### src/rtl/ram_pkg.sv
// Shared RAM-controller definitions: refresh FSM encoding, default strobe timings,
// and the width helper for the delay counter.
package ram_pkg;

  typedef enum logic [1:0] {
    StIdle = 2'd0,
    StCas  = 2'd1,
    StRas  = 2'd2,
    StPre  = 2'd3
  } refState_t;

  localparam int unsigned DefTcsr = 1;
  localparam int unsigned DefTras = 3;
  localparam int unsigned DefTrp  = 2;
  localparam int unsigned OwedW   = 2;

  // The counter is loaded with (delay - 1), so it must hold max-1.
  function automatic int unsigned dlyWidth(int unsigned a, int unsigned b, int unsigned c);
    int unsigned m;
    m = a;
    if (b > m) m = b;
    if (c > m) m = c;
    return (m < 3) ? 1 : $clog2(m);
  endfunction

endpackage

### src/rtl/ref_ctl_if.sv
// Timer/FSB inputs and RAM strobe/status outputs of the refresh scheduler.
interface ref_ctl_if;

  logic RefReq;
  logic RefUrg;
  logic BACT;
  logic nAS;
  logic nRAS;
  logic nCAS;
  logic RefBusy;
  logic RefHold;
  logic RefDone;
  logic RefMiss;

  modport slave (
    input  RefReq, RefUrg, BACT, nAS,
    output nRAS, nCAS, RefBusy, RefHold, RefDone, RefMiss
  );

  modport master (
    output RefReq, RefUrg, BACT, nAS,
    input  nRAS, nCAS, RefBusy, RefHold, RefDone, RefMiss
  );

endinterface

### src/rtl/dly_cnt.sv
// Loadable down-counter with zero flag; holds at zero when not loaded.
module dly_cnt #(
    parameter int unsigned Width = 2
) (
    input  logic             CLK,
    input  logic             nRESin,
    input  logic             load,
    input  logic [Width-1:0] loadVal,
    output logic [Width-1:0] cnt,
    output logic             zero
);

    always_ff @(posedge CLK) begin
        if (!nRESin) begin
            cnt <= '0;
        end else if (load) begin
            cnt <= loadVal;
        end else if (cnt != '0) begin
            cnt <= cnt - Width'(1);
        end
    end

    assign zero = (cnt == '0);

endmodule

### src/rtl/ref_ctl.sv
// DRAM refresh scheduler: counts owed refreshes from the timer and runs
// CAS-before-RAS cycles whenever the FSB is idle.
module ref_ctl
    import ram_pkg::*;
#(
    parameter int unsigned TCSR = DefTcsr,
    parameter int unsigned TRAS = DefTras,
    parameter int unsigned TRP  = DefTrp
) (
    input logic      CLK,
    input logic      nRESin,
    ref_ctl_if.slave bus
);

    localparam int unsigned DlyW = dlyWidth(TCSR, TRAS, TRP);
    localparam logic [OwedW-1:0] OwedMax = '1;

    refState_t        state;
    logic             RefReqr;
    logic [OwedW-1:0] Owed;
    logic [OwedW-1:0] OwedD;
    logic             missD;
    logic             reqEdge;
    logic             startCond;
    logic             refEnd;
    logic             refDoneD;
    logic             dlyLoad;
    logic             dlyZero;
    logic [DlyW-1:0]  dlyVal;
    logic [DlyW-1:0]  Dly;

    dly_cnt #(
        .Width(DlyW)
    ) u_dly (
        .CLK    (CLK),
        .nRESin (nRESin),
        .load   (dlyLoad),
        .loadVal(dlyVal),
        .cnt    (Dly),
        .zero   (dlyZero)
    );

    always_comb begin
        reqEdge   = bus.RefReq && !RefReqr;
        startCond = (Owed != '0) && !bus.BACT && bus.nAS;
        refEnd    = (state == StPre) && dlyZero;

        OwedD = Owed;
        missD = 1'b0;
        if (reqEdge && !refEnd) begin
            if (Owed == OwedMax) missD = 1'b1;
            else                 OwedD = Owed + OwedW'(1);
        end else if (!reqEdge && refEnd) begin
            OwedD = Owed - OwedW'(1);
        end

        dlyLoad = 1'b0;
        dlyVal  = '0;
        case (state)
            StIdle: if (startCond) begin dlyLoad = 1'b1; dlyVal = DlyW'(TCSR - 1); end
            StCas:  if (dlyZero)   begin dlyLoad = 1'b1; dlyVal = DlyW'(TRAS - 1); end
            StRas:  if (dlyZero)   begin dlyLoad = 1'b1; dlyVal = DlyW'(TRP - 1);  end
            default: ;
        endcase

        // Registered RefDone must be high during the final PRE cycle.
        refDoneD = ((state == StPre) && (Dly == DlyW'(1))) ||
                   ((state == StRas) && dlyZero && (TRP == 1));
    end

    always_ff @(posedge CLK) begin
        if (!nRESin) begin
            RefReqr     <= 1'b0;
            Owed        <= '0;
            bus.RefMiss <= 1'b0;
            bus.RefHold <= 1'b0;
        end else begin
            RefReqr     <= bus.RefReq;
            Owed        <= OwedD;
            bus.RefMiss <= bus.RefMiss | missD;
            bus.RefHold <= bus.RefUrg && (OwedD != '0);
        end
    end

    always_ff @(posedge CLK) begin
        if (!nRESin) begin
            state       <= StIdle;
            bus.nRAS    <= 1'b1;
            bus.nCAS    <= 1'b1;
            bus.RefBusy <= 1'b0;
            bus.RefDone <= 1'b0;
        end else begin
            bus.RefDone <= refDoneD;
            case (state)
                StIdle: if (startCond) begin
                    state       <= StCas;
                    bus.nCAS    <= 1'b0;
                    bus.RefBusy <= 1'b1;
                end
                StCas: if (dlyZero) begin
                    state    <= StRas;
                    bus.nRAS <= 1'b0;
                end
                StRas: if (dlyZero) begin
                    state    <= StPre;
                    bus.nRAS <= 1'b1;
                    bus.nCAS <= 1'b1;
                end
                StPre: if (dlyZero) begin
                    state       <= StIdle;
                    bus.RefBusy <= 1'b0;
                end
                default: state <= StIdle;
            endcase
        end
    end

endmodule
### src/flat_wrapper.sv
// flat-port wrapper written by rule: the top's interface ports become plain ports
module ref_ctl_flat import ram_pkg::*;
#(
    parameter int unsigned TCSR = DefTcsr,
    parameter int unsigned TRAS = DefTras,
    parameter int unsigned TRP  = DefTrp
)
  (CLK, nRESin, bus_RefReq, bus_RefUrg, bus_BACT, bus_nAS, bus_nRAS, bus_nCAS, bus_RefBusy, bus_RefHold, bus_RefDone, bus_RefMiss);
  ref_ctl_if bus_i ();
  input logic CLK;
  input logic nRESin;
  input wire logic [$bits(bus_i.RefReq)-1:0] bus_RefReq;
  input wire logic [$bits(bus_i.RefUrg)-1:0] bus_RefUrg;
  input wire logic [$bits(bus_i.BACT)-1:0] bus_BACT;
  input wire logic [$bits(bus_i.nAS)-1:0] bus_nAS;
  output wire logic [$bits(bus_i.nRAS)-1:0] bus_nRAS;
  output wire logic [$bits(bus_i.nCAS)-1:0] bus_nCAS;
  output wire logic [$bits(bus_i.RefBusy)-1:0] bus_RefBusy;
  output wire logic [$bits(bus_i.RefHold)-1:0] bus_RefHold;
  output wire logic [$bits(bus_i.RefDone)-1:0] bus_RefDone;
  output wire logic [$bits(bus_i.RefMiss)-1:0] bus_RefMiss;
  assign bus_i.RefReq = bus_RefReq;
  assign bus_i.RefUrg = bus_RefUrg;
  assign bus_i.BACT = bus_BACT;
  assign bus_i.nAS = bus_nAS;
  assign bus_nRAS = bus_i.nRAS;
  assign bus_nCAS = bus_i.nCAS;
  assign bus_RefBusy = bus_i.RefBusy;
  assign bus_RefHold = bus_i.RefHold;
  assign bus_RefDone = bus_i.RefDone;
  assign bus_RefMiss = bus_i.RefMiss;
  ref_ctl #(.TCSR(TCSR), .TRAS(TRAS), .TRP(TRP)) u_core (.CLK(CLK), .nRESin(nRESin), .bus(bus_i));
endmodule
### config.mk
export PLATFORM = sky130hd
export DESIGN_NAME = ref_ctl_flat
export DESIGN_NICKNAME = d
export VERILOG_FILES = /design/src/rtl/ram_pkg.sv /design/src/rtl/ref_ctl_if.sv /design/src/rtl/dly_cnt.sv /design/src/rtl/ref_ctl.sv /design/src/flat_wrapper.sv
export SDC_FILE = /design/constraint.sdc
export NUM_CORES = 1
export LEC_CHECK = 0
export ABC_AREA = 1
export ABC_CLOCK_PERIOD_IN_PS = 2520
export CAP_MARGIN = 20
export CORE_MARGIN = 10
export CORE_UTILIZATION = 50
export CTS_CLUSTER_DIAMETER = 30
export DETAILED_ROUTE_END_ITERATION = 6
export HOLD_SLACK_MARGIN = 0.1
export PLACE_DENSITY = 0.75
export REMOVE_ABC_BUFFERS = 1
export SETUP_SLACK_MARGIN = 0.5
export SLEW_MARGIN = 5
export SYNTH_ARGS = -nofsm -noshare
export SYNTH_HDL_FRONTEND = slang
export SYNTH_HIERARCHICAL = 1
export SYNTH_SLANG_ARGS = --single-unit
export TNS_END_PERCENT = 100
### constraint.sdc
create_clock -name CLK -period 2.52 [get_ports CLK]
set_input_delay 0.252 -clock CLK [delete_from_list [all_inputs] [get_ports CLK]]
set_output_delay 0.252 -clock CLK [all_outputs]
set_load 0.005 [all_outputs]
# [Word-level counts from Yosys, hierarchy flattened]
# Cells that the tools add are included.
[op_classes] div=0 n_eq_ne=9 n_lt_le_gt_ge=0 shifts=0 bitwise=1 n_reduce_logical=26 mul=0 muxes=25 add_sub_neg=3
[ops] op="$mux W2" n=10
[ops] op="$reduce_bool A2 Y1" n=7
[ops] op="$mux W1" n=9
[ops] op="$reduce_and A3 Y1" n=3
[ops] op="$logic_and A1 B1 Y1" n=8
[ops] op="$ne A2 B1 Y1 const B" n=4
[ops] op="$pmux W1 S2" n=4
[ops] op="$pmux W2 S4" n=1
[ops] op="$eq A2 B2 Y1 const B" n=3
[ops] op="$eq A2 B1 Y1 const B" n=2
[ops] op="$logic_not A1 Y1" n=4
[ops] op="$logic_not A2 Y1" n=2
[ops] op="$pmux W2 S2" n=1
[ops] op="$reduce_and A4 Y1" n=1
[ops] op="$sub A2 B1 Y2 const B" n=2
[ops] op="$add A2 B1 Y2 const B" n=1
[ops] op="$reduce_or A2 Y1" n=1
[ops] op="$or A1 B1 Y1" n=1
[totals] latch_bits=0 n_memories=0 input_bits=6 reg_bits=13 out_inout_bits=6 romBits=0 ramBits=0

# [Longest topological paths before layout]
# Gate-level depths: netlist (run 1).
[depth] word_depth=8 depth_mapped=9

# [Cells and area by module]
# Netlist (run 1), hierarchy kept.
[by_module_without_submodules] module="ref_ctl" area_per_inst_um2=649.4 seq_area_each_um2=220.2 n_inst=1 cells_each=87
[by_module_without_submodules] module="dly_cnt" area_per_inst_um2=110.1 seq_area_each_um2=40.0 n_inst=1 cells_each=16

# [Worst setup path before layout (run 1)]
# OpenSTA, ideal clock, no wires.
[synth_path] path_type="register to register" startpoint="reg u_core.state[0]" endpoint="reg u_core.u_dly.cnt[1]" stages_incl_launch_ff=8 arrival_ns=1.223 slack_ns=1.177 period_less_slack_ns=1.343 required_time_ns=2.400 cell_sequence="dfxtp_1 -> inv_1 -> ha_1 -> nand2_1 -> a21oi_1 -> inv_1 -> o21ai_0 -> a21oi_1"
[synth_via] elab_chain_len=4
[synth_lines] element="start, declared" line_no="ref_ctl.sv:18" source="refState_t state;"
[synth_lines] element="start signal, assigned" line_no="ref_ctl.sv:87" source="state <= StIdle;"
[synth_lines] element="start signal, assigned" line_no="ref_ctl.sv:96" source="state <= StCas;"
[synth_lines] element="start signal, assigned" line_no="ref_ctl.sv:101" source="state <= StRas;"
[synth_lines] element="$eq A2 B1 Y1 or $eq A2 B2 Y1 (tied branches)"
[synth_lines] element="$reduce_or A2 Y1 (no line)"
[synth_lines] element="$pmux W1 S2 *" line_no="ref_ctl.sv:59" source="case (state)"
[synth_lines] element="net u_core.dlyLoad" line_no="ref_ctl.sv:27" source="logic dlyLoad;"
[synth_lines] element="$mux W2 or $reduce_bool A2 Y1 (tied branches)"
[synth_lines] element="end signal, assigned" line_no="dly_cnt.sv:17" source="cnt <= loadVal;"
[synth_lines] element="end signal, assigned" line_no="dly_cnt.sv:19" source="cnt <= cnt - Width'(1);"
[synth_lines] element="end, declared" line_no="dly_cnt.sv:9" source="output logic [Width-1:0] cnt,"
# The timed path passes the listed nets; every way through them passes the cells marked *.
# A chain may end at the register's enable or synchronous reset.

# [Worst setup path after layout (run 1)]
# Same ends and word-level chain as after synthesis.

==> parameters.txt, run 1 <==
Parameter                              Value

Status
  Outcome    finished, final reports clean

Synth
  Dominant combinational cell family by area after synthesis    simple AND/OR/NAND/NOR gates
  Synthesized netlist cell count    approximately 100
  Post-Synth Adder-Cell Area    18.12%
  Register bit count reported by yosys    13
  Synth area leaders    dfxtp_1 (34%), ha_1 (18%), inv_1 (9.4%), nand2_1 (9.4%), nand3_1 (6.6%)
  Fraction of synthesized cell area taken by the top area cell type    around 34%
  Mux cell area share after synthesis    0%
  Yosys warning count    6
  Post-Synth XOR/XNOR Area    0%
  Cell area after synthesis    759.5 um^2
  Cell type with the highest aggregate area in the netlist    dfxtp_1
  Count of distinct cell types in the synthesized netlist    17
  Fraction of the mapped netlist area in compound gates    under 10%
  Post-Syn Area per Cell    between 7 and 8 um^2
  Simple-gate area share of the yosys netlist    between 20 and 30%
  Sequential fraction of the synthesis area    between 30% and 40%

Worst hold path
  Destination of the worst hold path    u_core/bus.RefMiss$_SDFF_PN0_
  Number of stages on the worst hold path    2
  Source of the worst hold timing path    u_core/bus.RefMiss$_SDFF_PN0_
  Type of the worst min-delay path    reg2reg

GRT
  Total track usage    9.036%
  Vias in the first global route    619
  Total congestion overflow after global routing    0
  Antenna violations before repair    0
  Largest net degree at the start of global routing    12
  Wire length of the first global-routing pass    2.497 mm

STA
  Slew at the pin closest to its max-slew limit    slightly below 0.4 ns
  Setup repair after global routing missed its margin    false
  Max-slew headroom at the worst pin    74.39%
  Maximum clock frequency    between 600 and 700 MHz
  Final Max Slew Viols    0
  Time the final worst path needs with I/O delays and setup    1.499 ns
  Smallest hold slack    roughly 0.45 ns
  Final hold violation count    0
  Final setup viols    0
  Total Negative Setup Slacks    0 ns
  Final period util    approximately three fifths
  Worst clock skew    0.001348 ns

Worst setup path
  End of the worst register-to-register path    u_core/u_dly/cnt[1]$_SDFFE_PN0P_
  Crit path buffers/inverters    2
  FF-to-FF Start    u_core/state[0]$_SDFFE_PN0P_
  Type of destination of the critical path    flop
  Setup slack of the worst register-to-register path    1.02 ns
  Path depth of the worst reg2reg path    7
  Biggest cell delay along the critical path    between 0.4 and 0.5 ns
  Critical path arrival    approximately 1.7 ns
  Crit path cell chain    inv_1, ha_1, nand2_1, a21oi_1, inv_1, o21ai_0, a21oi_1
  Dominant delay contributor by cell family on the critical path    flip-flops
  Kind of start point of the critical path    flop
  Library cell contributing the largest single delay on the critical path    dfxtp_1
  Class of the most critical setup path    reg2reg
  Required time at the worst-slack endpoint    approximately 2.7 ns
  Maximum fanout encountered on the critical timing path    5

Floorplan
  Initial core utilization    51.62%
  Core outline area    between 0.001 and 0.0015 mm^2
  I/O pin total    12
  Floorplan die area    0.003478 mm^2
  Vertical extent of the die    58.98 um
  Floorplan row count    14
  Die extent in x    58.98 um

Drt
  Routed Wire Length    1.439 mm
  Post-detailed-route via-to-cell ratio    4.933
  Overall via count from detail_route    ~660
  Number of violations reported at the end of detailed-routing iteration 0    12
  Number of remaining DRC errors    0
  Antenna Nets Post-Route    0
  Iteration count of the initial detailed-routing pass    4
  Wire length per cell after detailed routing    10.74 um

Clock network
  Count of cells resized by post-cts repair    0
  Number of clock sinks    13
  Clock root buffer master    clkbuf_4
  Clock input transition at the sequential cells of the worst setup and hold paths    0.08 ns
  Deepest level of the CTS H-tree    1
  Clock Path Buffers    2
  Post-CTS Repair Setup Buffers    0
  CTS tree    built
  CTS Hold Buffers Added    0
  Clock insertion delay at the later pin of the skew report    0.27 ns
  Num CTS Buffers    3

Final layout
  Share of cells above drive strength 1    8.475%
  Most used cells in the layout excluding fill and tap cells    inv_1 (19), nand2_1 (19), dfxtp_1 (13)
  Fillcell total    144
  Combined flip-flop and latch cell area    260.3 um^2
  Inserted Diodes    0
  Post-synthesis to final-layout area growth    20.59%
  Combined area of the multi-input logic cells    between 400 and 500 um^2
  Number of nets in the finished design    136

Placement
  RD Place Congestion    0.7611
  Estimated wirelength of the detail-placed design    between 1 and 1.5 mm
  Number of port buffers    11

Power and ir drop
  Lkg Pwr    0.4398 nW
  Cell area power density    ~780 mW/mm^2
  VDD IR max    0.4077 mV

Flow run
  Max-cap viol count    0
==> how the worst max path moves through the flow <==
stage / from / depth (start not counted) / end / slack [ns]
final: u_core/state[0]$_SDFFE_PN0P_ / 7 / u_core/u_dly/cnt[1]$_SDFFE_PN0P_ / 1.02
after global routing: u_core/u_dly/cnt[0]$_SDFFE_PN0P_ / 7 / u_core/u_dly/cnt[1]$_SDFFE_PN0P_ / 0.86
after CTS: u_core/state[0]$_SDFFE_PN0P_ / 7 / u_core/u_dly/cnt[0]$_SDFFE_PN0P_ / 1.03
after detailed placement: bus_nAS / 6 / u_core/u_dly/cnt[0]$_SDFFE_PN0P_ / 1.01
after global placement: bus_nAS / 6 / u_core/u_dly/cnt[1]$_SDFFE_PN0P_ / 1.07
after floorplan: u_core/state[0]$_SDFFE_PN0P_ / 7 / u_core/u_dly/cnt[1]$_SDFFE_PN0P_ / 1.18
==> per-stage QoR <==
stage | utilization (%) | setup WS (ns) | instances | total power, W | area (um^2)
floorplan | - | 1.177 | 103 | 0.0005101 | 759.5
global placement | 60.46 | 1.071 | 130 | 0.0005853 | 889.6
detailed placement | 60.46 | 1.013 | 130 | 0.0005938 | 889.6
CTS | 62.24 | 1.025 | 134 | 0.0007230 | 915.9
global route | 62.24 | 0.8614 | 134 | 0.0007884 | 915.9
finish | 62.24 | 1.021 | 134 | 0.0007145 | 915.9
==> metal layers <==
metal / part of all wire, % / routed length [um] / vias up / global-route usage (%)
li1: - / - / 354 / -
met1: 46 / 655 / 300 / 9.225
met2: 50 / 720 / 5 / 15.47
met3: 3.4 / 49 / 2 / 3.433
met4: 0.97 / 14 / 0 / 4.918
met5: 0 / 0 / - / 0
==> kinds of logic after synthesis <==
group / count (synthesis)
and+or+nand+nor: 46
AOI/OAI and AO/OA: 13
buffers and inverters: 20
adders and majority gates: 11
DFF: 13
==> power breakdown <==
part	internal [W]	switching [W]	total (W)
registers	0.000245	0.0000305	0.000275
clock network	0.0000613	0.0000670	0.000128
logic	0.000130	0.000181	0.000311
total	0.000436	0.000279	0.000715
==> area by class of cell <==
cell class / count / share of cell area (%)
Clock buffer: 4 / 2.869
Inverter: 20 / 8.333
Multi-Input combinational cell: 70 / 46.17
Sequential cell: 13 / 28.42
Tap cell: 16 / 2.186
Timing Repair Buffer: 11 / 12.02
==> flip-flops by register name, indices dropped and copies added, names as in the netlist <==
register,flops
u_core/Owed,2
u_core/state,2
u_core/u_dly/cnt,2
u_core/RefReqr,1
u_core/bus.RefBusy,1
u_core/bus.RefDone,1
u_core/bus.RefHold,1
u_core/bus.RefMiss,1
u_core/bus.nCAS,1
u_core/bus.nRAS,1
==> worst reg2reg max path, cell delays in order, from the launching register on <==
cell and delay, ns:
dfxtp_1 0.41, inv_1 0.11, ha_1 0.33, nand2_1 0.06, a21oi_1 0.20, inv_1 0.09
o21ai_0 0.16, a21oi_1 0.05
==> synth_stat cells (all sizes together) <==
cell type and instances:
nand4 2, nor3 1, nand2 21, ha 11, clkinv 1, o21ai 3
a21oi 9, dfxtp 13, nor2 8, inv 19, nand3 12, o21a 1
or2 2
Note: power is estimated with default switching activity, not from simulation.
==> run 2, diff against run 1 <==
--- a/config.mk
+++ b/config.mk
@@ -6,14 +6,14 @@
 export NUM_CORES = 1
 export LEC_CHECK = 0
 export ABC_AREA = 1
-export ABC_CLOCK_PERIOD_IN_PS = 2520
+export ABC_CLOCK_PERIOD_IN_PS = 1300
 export CAP_MARGIN = 20
 export CORE_MARGIN = 10
-export CORE_UTILIZATION = 50
+export CORE_UTILIZATION = 46
 export CTS_CLUSTER_DIAMETER = 30
 export DETAILED_ROUTE_END_ITERATION = 6
 export HOLD_SLACK_MARGIN = 0.1
-export PLACE_DENSITY = 0.75
+export PLACE_DENSITY = 0.73
 export REMOVE_ABC_BUFFERS = 1
 export SETUP_SLACK_MARGIN = 0.5
 export SLEW_MARGIN = 5
==> constraint.sdc (replaced) <==
create_clock -name CLK -period 1.3 [get_ports CLK]
set_input_delay 0.13 -clock CLK [delete_from_list [all_inputs] [get_ports CLK]]
set_output_delay 0.13 -clock CLK [all_outputs]
set_load 0.005 [all_outputs]
==> parameters.txt, run 2 (same netlist as run 1, synthesis figures left out) <==
Parameter                              Value

Status
  Outcome    finished, violations left
  Violations in the final reports    negative setup slack

Placement
  Number of port buffers    11
  Estimated wirelength of the detail-placed design    1.314 mm
  RD Place Congestion    0.8349

Floorplan
  Floorplan row count    14
  I/O pin total    12
  Initial core utilization    49.27%
  Core outline area    0.001541 mm^2
  Floorplan die area    0.003676 mm^2
  Vertical extent of the die    60.63 um
  Die extent in x    just over 60 um

Final layout
  Registers with the highest flip-flop counts    u_core/Owed x2, u_core/state x2, u_core/u_dly/cnt x2
  Inserted Diodes    0
  Most frequent standard cell in the layout excluding fill and tap cells    nand2_1
  Most used cells in the layout excluding fill and tap cells    nand2_1 (15), buf_4 (14), inv_1 (9)
  Number of nets in the finished design    about 150
  Fillcell total    85
  Post-synthesis to final-layout area growth    66.72%
  Share of cells above drive strength 1    59.56%

GRT
  Total track usage    11.79%
  Antenna violations before repair    0
  Vias in the first global route    794
  Largest net degree at the start of global routing    8
  Wire length of the first global-routing pass    3.436 mm
  Total congestion overflow after global routing    0

STA
  Final setup viols    1
  Setup repair after global routing missed its margin    true
  Final Max Slew Viols    0
  Setup WS post-layout    -0.008755 ns
  Maximum clock frequency    764.1 MHz
  Final period util    100.7%
  Total Negative Setup Slacks    -0.008755 ns
  Max-slew headroom at the worst pin    80.67%
  Final hold violation count    0
  Time the final worst path needs with I/O delays and setup    1.309 ns
  Worst clock skew    roughly 0.0012 ns
  Slew at the pin closest to its max-slew limit    0.2896 ns

Worst setup path
  Maximum fanout encountered on the critical timing path    3
  Crit path cell chain    inv_4, ha_4, nand2_1, a21oi_2, inv_2, o21ai_2, a21oi_1
  Required time at the worst-slack endpoint    1.48 ns
  Library cell contributing the largest single delay on the critical path    dfxtp_2
  Class of the most critical setup path    reg2reg
  Critical path arrival    1.49 ns
  Type of destination of the critical path    flop
  Kind of start point of the critical path    flop
  Biggest cell delay along the critical path    0.38 ns
  Setup slack of the worst register-to-register path    -0.009 ns

Power and ir drop
  VDD IR max    1.283 mV
  Lkg Pwr    0.5784 nW
  Cell area power density    1666 mW/mm^2
  Tot Pwr    ~0.0021 W

Clock network
  Clock root buffer master    clkbuf_4
  Num CTS Buffers    3
  CTS Hold Buffers Added    0
  Number of clock sinks    13
  Clock insertion delay at the later pin of the skew report    0.28 ns
  Clock Path Buffers    2
  Deepest level of the CTS H-tree    1
  CTS tree    built
  Clock input transition at the sequential cells of the worst setup and hold paths    about 0.090 ns

Drt
  Wire length per cell after detailed routing    16.13 um
  Antenna Nets Post-Route    0
  Number of remaining DRC errors    0
  Routed Wire Length    2.452 mm
  Post-detailed-route via-to-cell ratio    5.388
  Iteration count of the initial detailed-routing pass    4
  Overall via count from detail_route    819
  Number of violations reported at the end of detailed-routing iteration 0    24

Flow run
  Max-cap viol count    0

Worst hold path
  Type of the worst min-delay path    in2reg
run 2: cell count changes in the layout (fill, tap and decap cells not counted), moves of 7 or more:
cell     before  now
buf_4         0   14
inv_1        19    9
buf_6         0    8
dfxtp_1      13    5
dfxtp_2       0    8
ha_1         11    3
inv_2         0    8
ha_4          0    7
run 2: layout make-up:
class / count / area (um^2) / share of cell area, %
Clock buffer: 4 / 26.28 / 2.075
Tap cell: 16 / 20.02 / 1.581
Timing Repair Buffer: 29 / 255.2 / 20.16
Multi-Input combinational cell: 70 / 609.3 / 48.12
Inverter: 20 / 85.08 / 6.719
Sequential cell: 13 / 270.3 / 21.34
run 2: where the power goes:
part	leakage, nW	internal, W	switching (W)
clock network	0.0150	0.000119	0.000145
logic	0.455	0.000632	0.000662
registers	0.108	0.000485	0.0000657
run 2: repair_timing:
action / CTS / global route
resized for setup: 80 / 15
setup buffers: 1 / 3
pin swaps: 16 / 13
endpoints found under the setup margin: 18 / 18
run 2: stage by stage:
stage,cell area [um^2],util [%],std cells,worst slack (ns),hold WS (ns)
after detailed placement,994.7,64.53,144,-0.05862,0.4469
after CTS,1179,76.46,149,0.02778,0.3797
after global placement,994.7,64.53,144,-0.02430,0.4378
final,1266,82.14,152,-0.008755,0.4123
after floorplan,759.5,-,103,-0.04295,0.2141
after global routing,1266,82.14,152,-0.1037,0.4474
run 2: critical path, delay by kind of cell (launching register included):
family	cells	cell delay, ns
simple gates	1	0.07
flops	1	0.38
buf+inv	2	0.14
fa+ha+maj	1	0.26
compound gates	3	0.36
run 2: path summary, 6_finish.rpt:
kind	cells past startpoint	start	to
worst max-delay path	7	u_core/state[0]$_SDFFE_PN0P_	u_core/u_dly/cnt[1]$_SDFFE_PN0P_
worst min-delay path	3	bus_RefUrg	u_core/bus.RefHold$_SDFF_PN0_
worst max register to register	7	u_core/state[0]$_SDFFE_PN0P_	u_core/u_dly/cnt[1]$_SDFFE_PN0P_
worst min register to register	2	u_core/bus.RefMiss$_SDFF_PN0_	u_core/bus.RefMiss$_SDFF_PN0_
run 2: metal layers:
metal	global-route usage, %	up-vias	share of wire (%)
li1	-	390	-
met4	5.329	0	4.4
met5	0	-	0
met1	13.83	378	43
met2	19.94	41	46
met3	2.505	10	7.1
==> run 3, diff against run 2 <==
--- a/config.mk
+++ b/config.mk
@@ -6,14 +6,14 @@
 export NUM_CORES = 1
 export LEC_CHECK = 0
 export ABC_AREA = 1
-export ABC_CLOCK_PERIOD_IN_PS = 1300
+export ABC_CLOCK_PERIOD_IN_PS = 1450
 export CAP_MARGIN = 20
 export CORE_MARGIN = 10
-export CORE_UTILIZATION = 46
+export CORE_UTILIZATION = 50
 export CTS_CLUSTER_DIAMETER = 30
 export DETAILED_ROUTE_END_ITERATION = 6
 export HOLD_SLACK_MARGIN = 0.1
-export PLACE_DENSITY = 0.73
+export PLACE_DENSITY = 0.75
 export REMOVE_ABC_BUFFERS = 1
 export SETUP_SLACK_MARGIN = 0.5
 export SLEW_MARGIN = 5
==> constraint.sdc (replaced) <==
create_clock -name CLK -period 1.45 [get_ports CLK]
set_input_delay 0.145 -clock CLK [delete_from_list [all_inputs] [get_ports CLK]]
set_output_delay 0.145 -clock CLK [all_outputs]
set_load 0.005 [all_outputs]
==> parameters.txt, run 3 (same netlist as run 1, synthesis figures left out) <==
Parameter                              Value

STA
  Max-slew headroom at the worst pin    75.11%
  Final period util    90.92%
  Final Max Slew Viols    0
  Final setup viols    0
  Setup repair after global routing missed its margin    true
  Worst clock skew    0.01181 ns
  Maximum clock frequency    758.6 MHz
  Time the final worst path needs with I/O delays and setup    1.318 ns
  Final hold violation count    0
  Slew at the pin closest to its max-slew limit    0.3730 ns

Floorplan
  Vertical extent of the die    roughly 60 um
  Die extent in x    58.98 um
  Floorplan die area    0.003478 mm^2
  Floorplan row count    14
  Initial core utilization    51.62%
  Core outline area    0.001471 mm^2
  I/O pin total    12

Worst setup path
  Class of the most critical setup path    reg2reg
  Library cell contributing the largest single delay on the critical path    dfxtp_2
  Type of destination of the critical path    flop
  Kind of start point of the critical path    flop
  Maximum fanout encountered on the critical timing path    3
  Crit path cell chain    inv_2, ha_4, inv_2, nand4_1, a21oi_2, inv_2, o21ai_2, a21oi_1
  Worst path most repeated cell    inv_2
  Dominant delay contributor by cell family on the critical path    compound AO/OA/AOI/OAI gates
  Crit path buffers/inverters    3
  Biggest cell delay along the critical path    0.34 ns
  Critical path arrival    roughly 1.5 ns
  Required time at the worst-slack endpoint    1.63 ns

Final layout
  Fillcell total    84
  Combined area of the multi-input logic cells    approximately 620 um^2
  Share of the core filled with cells    84.01%
  Final std cells w/o fill    149
  Registers with the highest flip-flop counts    u_core/Owed x2, u_core/state x2, u_core/u_dly/cnt x2
  Share of cells above drive strength 1    62.41%
  Combined flip-flop and latch cell area    roughly 280 um^2
  Most used cells in the layout excluding fill and tap cells    nand2_1 (14), buf_4 (11), dfxtp_2 (9), inv_2 (9), inv_1 (8)
  Inserted Diodes    0
  Post-synthesis to final-layout area growth    62.77%
  Number of nets in the finished design    about 150
  Most frequent standard cell in the layout excluding fill and tap cells    nand2_1
  Final non-filler cell area    0.001236 mm^2

Power and ir drop
  Cell area power density    1452 mW/mm^2
  VDD IR max    roughly 1.2 mV
  Lkg Pwr    0.5632 nW
  Tot Pwr    about 0.0018 W

Drt
  Routed Wire Length    2.256 mm
  Iteration count of the initial detailed-routing pass    6
  Wire length per cell after detailed routing    15.14 um
  Number of remaining DRC errors    0
  Overall via count from detail_route    783
  Post-detailed-route via-to-cell ratio    between 5 and 6
  Antenna Nets Post-Route    0
  Number of violations reported at the end of detailed-routing iteration 0    8

GRT
  Total track usage    11.78%
  Met2 Use GR    between 20% and 30%
  Antenna violations before repair    0
  Largest net degree at the start of global routing    9
  Wire length of the first global-routing pass    3.298 mm
  Vias in the first global route    between 700 and 800
  Layer with the highest usage after global routing    met2
  Global-route track usage on met1    11.49%
  Total congestion overflow after global routing    0
  Met3 usage    under 10%

Placement
  Placed insts    135
  Estimated wirelength of the detail-placed design    1.273 mm
  RD Place Congestion    0.8597
  Number of port buffers    11
  Placed cell area    around 930 um^2

Clock network
  Clock Path Buffers    2
  CTS tree    built
  Clock input transition at the sequential cells of the worst setup and hold paths    0.09 ns
  Number of clock sinks    13
  Deepest level of the CTS H-tree    1
  Clock insertion delay at the later pin of the skew report    0.28 ns
  Clock root buffer master    clkbuf_4
  Num CTS Buffers    3

Flow run
  Max-cap viol count    0

Status
  Outcome    finished, final reports clean

Worst hold path
  Type of the worst min-delay path    in2reg
==> run 3: changes by cell type in the layout (fill, tap and decap cells not counted), moves of 2 or more <==
cell     before  now
buf_6         8    4
buf_2         2    5
buf_4        14   11
nor2_4        0    3
dfxtp_1       5    3
ha_1          3    5
nand2_4       2    4
nor2_1        4    2
==> run 3: final timing paths <==
| check | from | end | slack, ns | depth (start not counted) |
|---|---|---|---|---|
| worst max-delay path | u_core/Owed[0]$_SDFF_PN0_ | u_core/u_dly/cnt[1]$_SDFFE_PN0P_ | 0.13 | 8 |
| worst min-delay path | bus_RefUrg | u_core/bus.RefHold$_SDFF_PN0_ | 0.41 | 3 |
| worst max register to register | u_core/Owed[0]$_SDFF_PN0_ | u_core/u_dly/cnt[1]$_SDFFE_PN0P_ | 0.13 | 8 |
| worst min register to register | u_core/bus.RefMiss$_SDFF_PN0_ | u_core/bus.RefMiss$_SDFF_PN0_ | 0.46 | 2 |
==> run 3: area by class of cell <==
| cell class | instances | share of cell area (%) |
|---|---|---|
| flip-flops and latches | 13 | 22.27 |
| inverters | 20 | 6.680 |
| well taps | 16 | 1.619 |
| clock buffers | 3 | 1.822 |
| clock inverters | 1 | 0.4049 |
| multi-input cells | 70 | 50.40 |
| repair buffers | 26 | 16.80 |
==> run 3: layer usage <==
| layer | vias to the layer above | routed length (um) |
|---|---|---|
| li1 | 384 | - |
| met1 | 375 | 911 |
| met2 | 18 | 1224 |
| met3 | 6 | 86 |
| met4 | 0 | 34 |
| met5 | - | 0 |
==> run 3: repair_timing <==
item / in CTS / in global routing
resized for setup: 64 / 34
hold buffers: 0 / 0
endpoints found under the setup margin: 17 / 14
setup buffers: 7 / 3
pin swaps: 6 / 14
==> run 3: power breakdown <==
part	switching (W)	total [W]	internal (W)
combinational	0.000580	0.00107	0.000488
clock	0.000127	0.000229	0.000102
sequential	0.0000543	0.000499	0.000445
total	0.000761	0.00180	0.00103
==> run 3: worst register-to-register path: stages (launching register included) <==
cell and delay, ns:
dfxtp_2 0.34, inv_2 0.05, ha_4 0.15, inv_2 0.06
nand4_1 0.14, a21oi_2 0.21, inv_2 0.08, o21ai_2 0.13
a21oi_1 0.05
==> run 3: per-stage QoR <==
stage	setup TNS (ns)	setup slack (ns)	hold slack (ns)
3_5_place_dp	-0.003203	-0.003203	0.4501
2_1_floorplan	0	0.1071	0.2291
6_report	0	0.1317	0.4119
3_3_place_gp	0	0.1126	0.4383
5_1_grt	0	0.07989	0.4099
4_1_cts	0	0.1936	0.4085
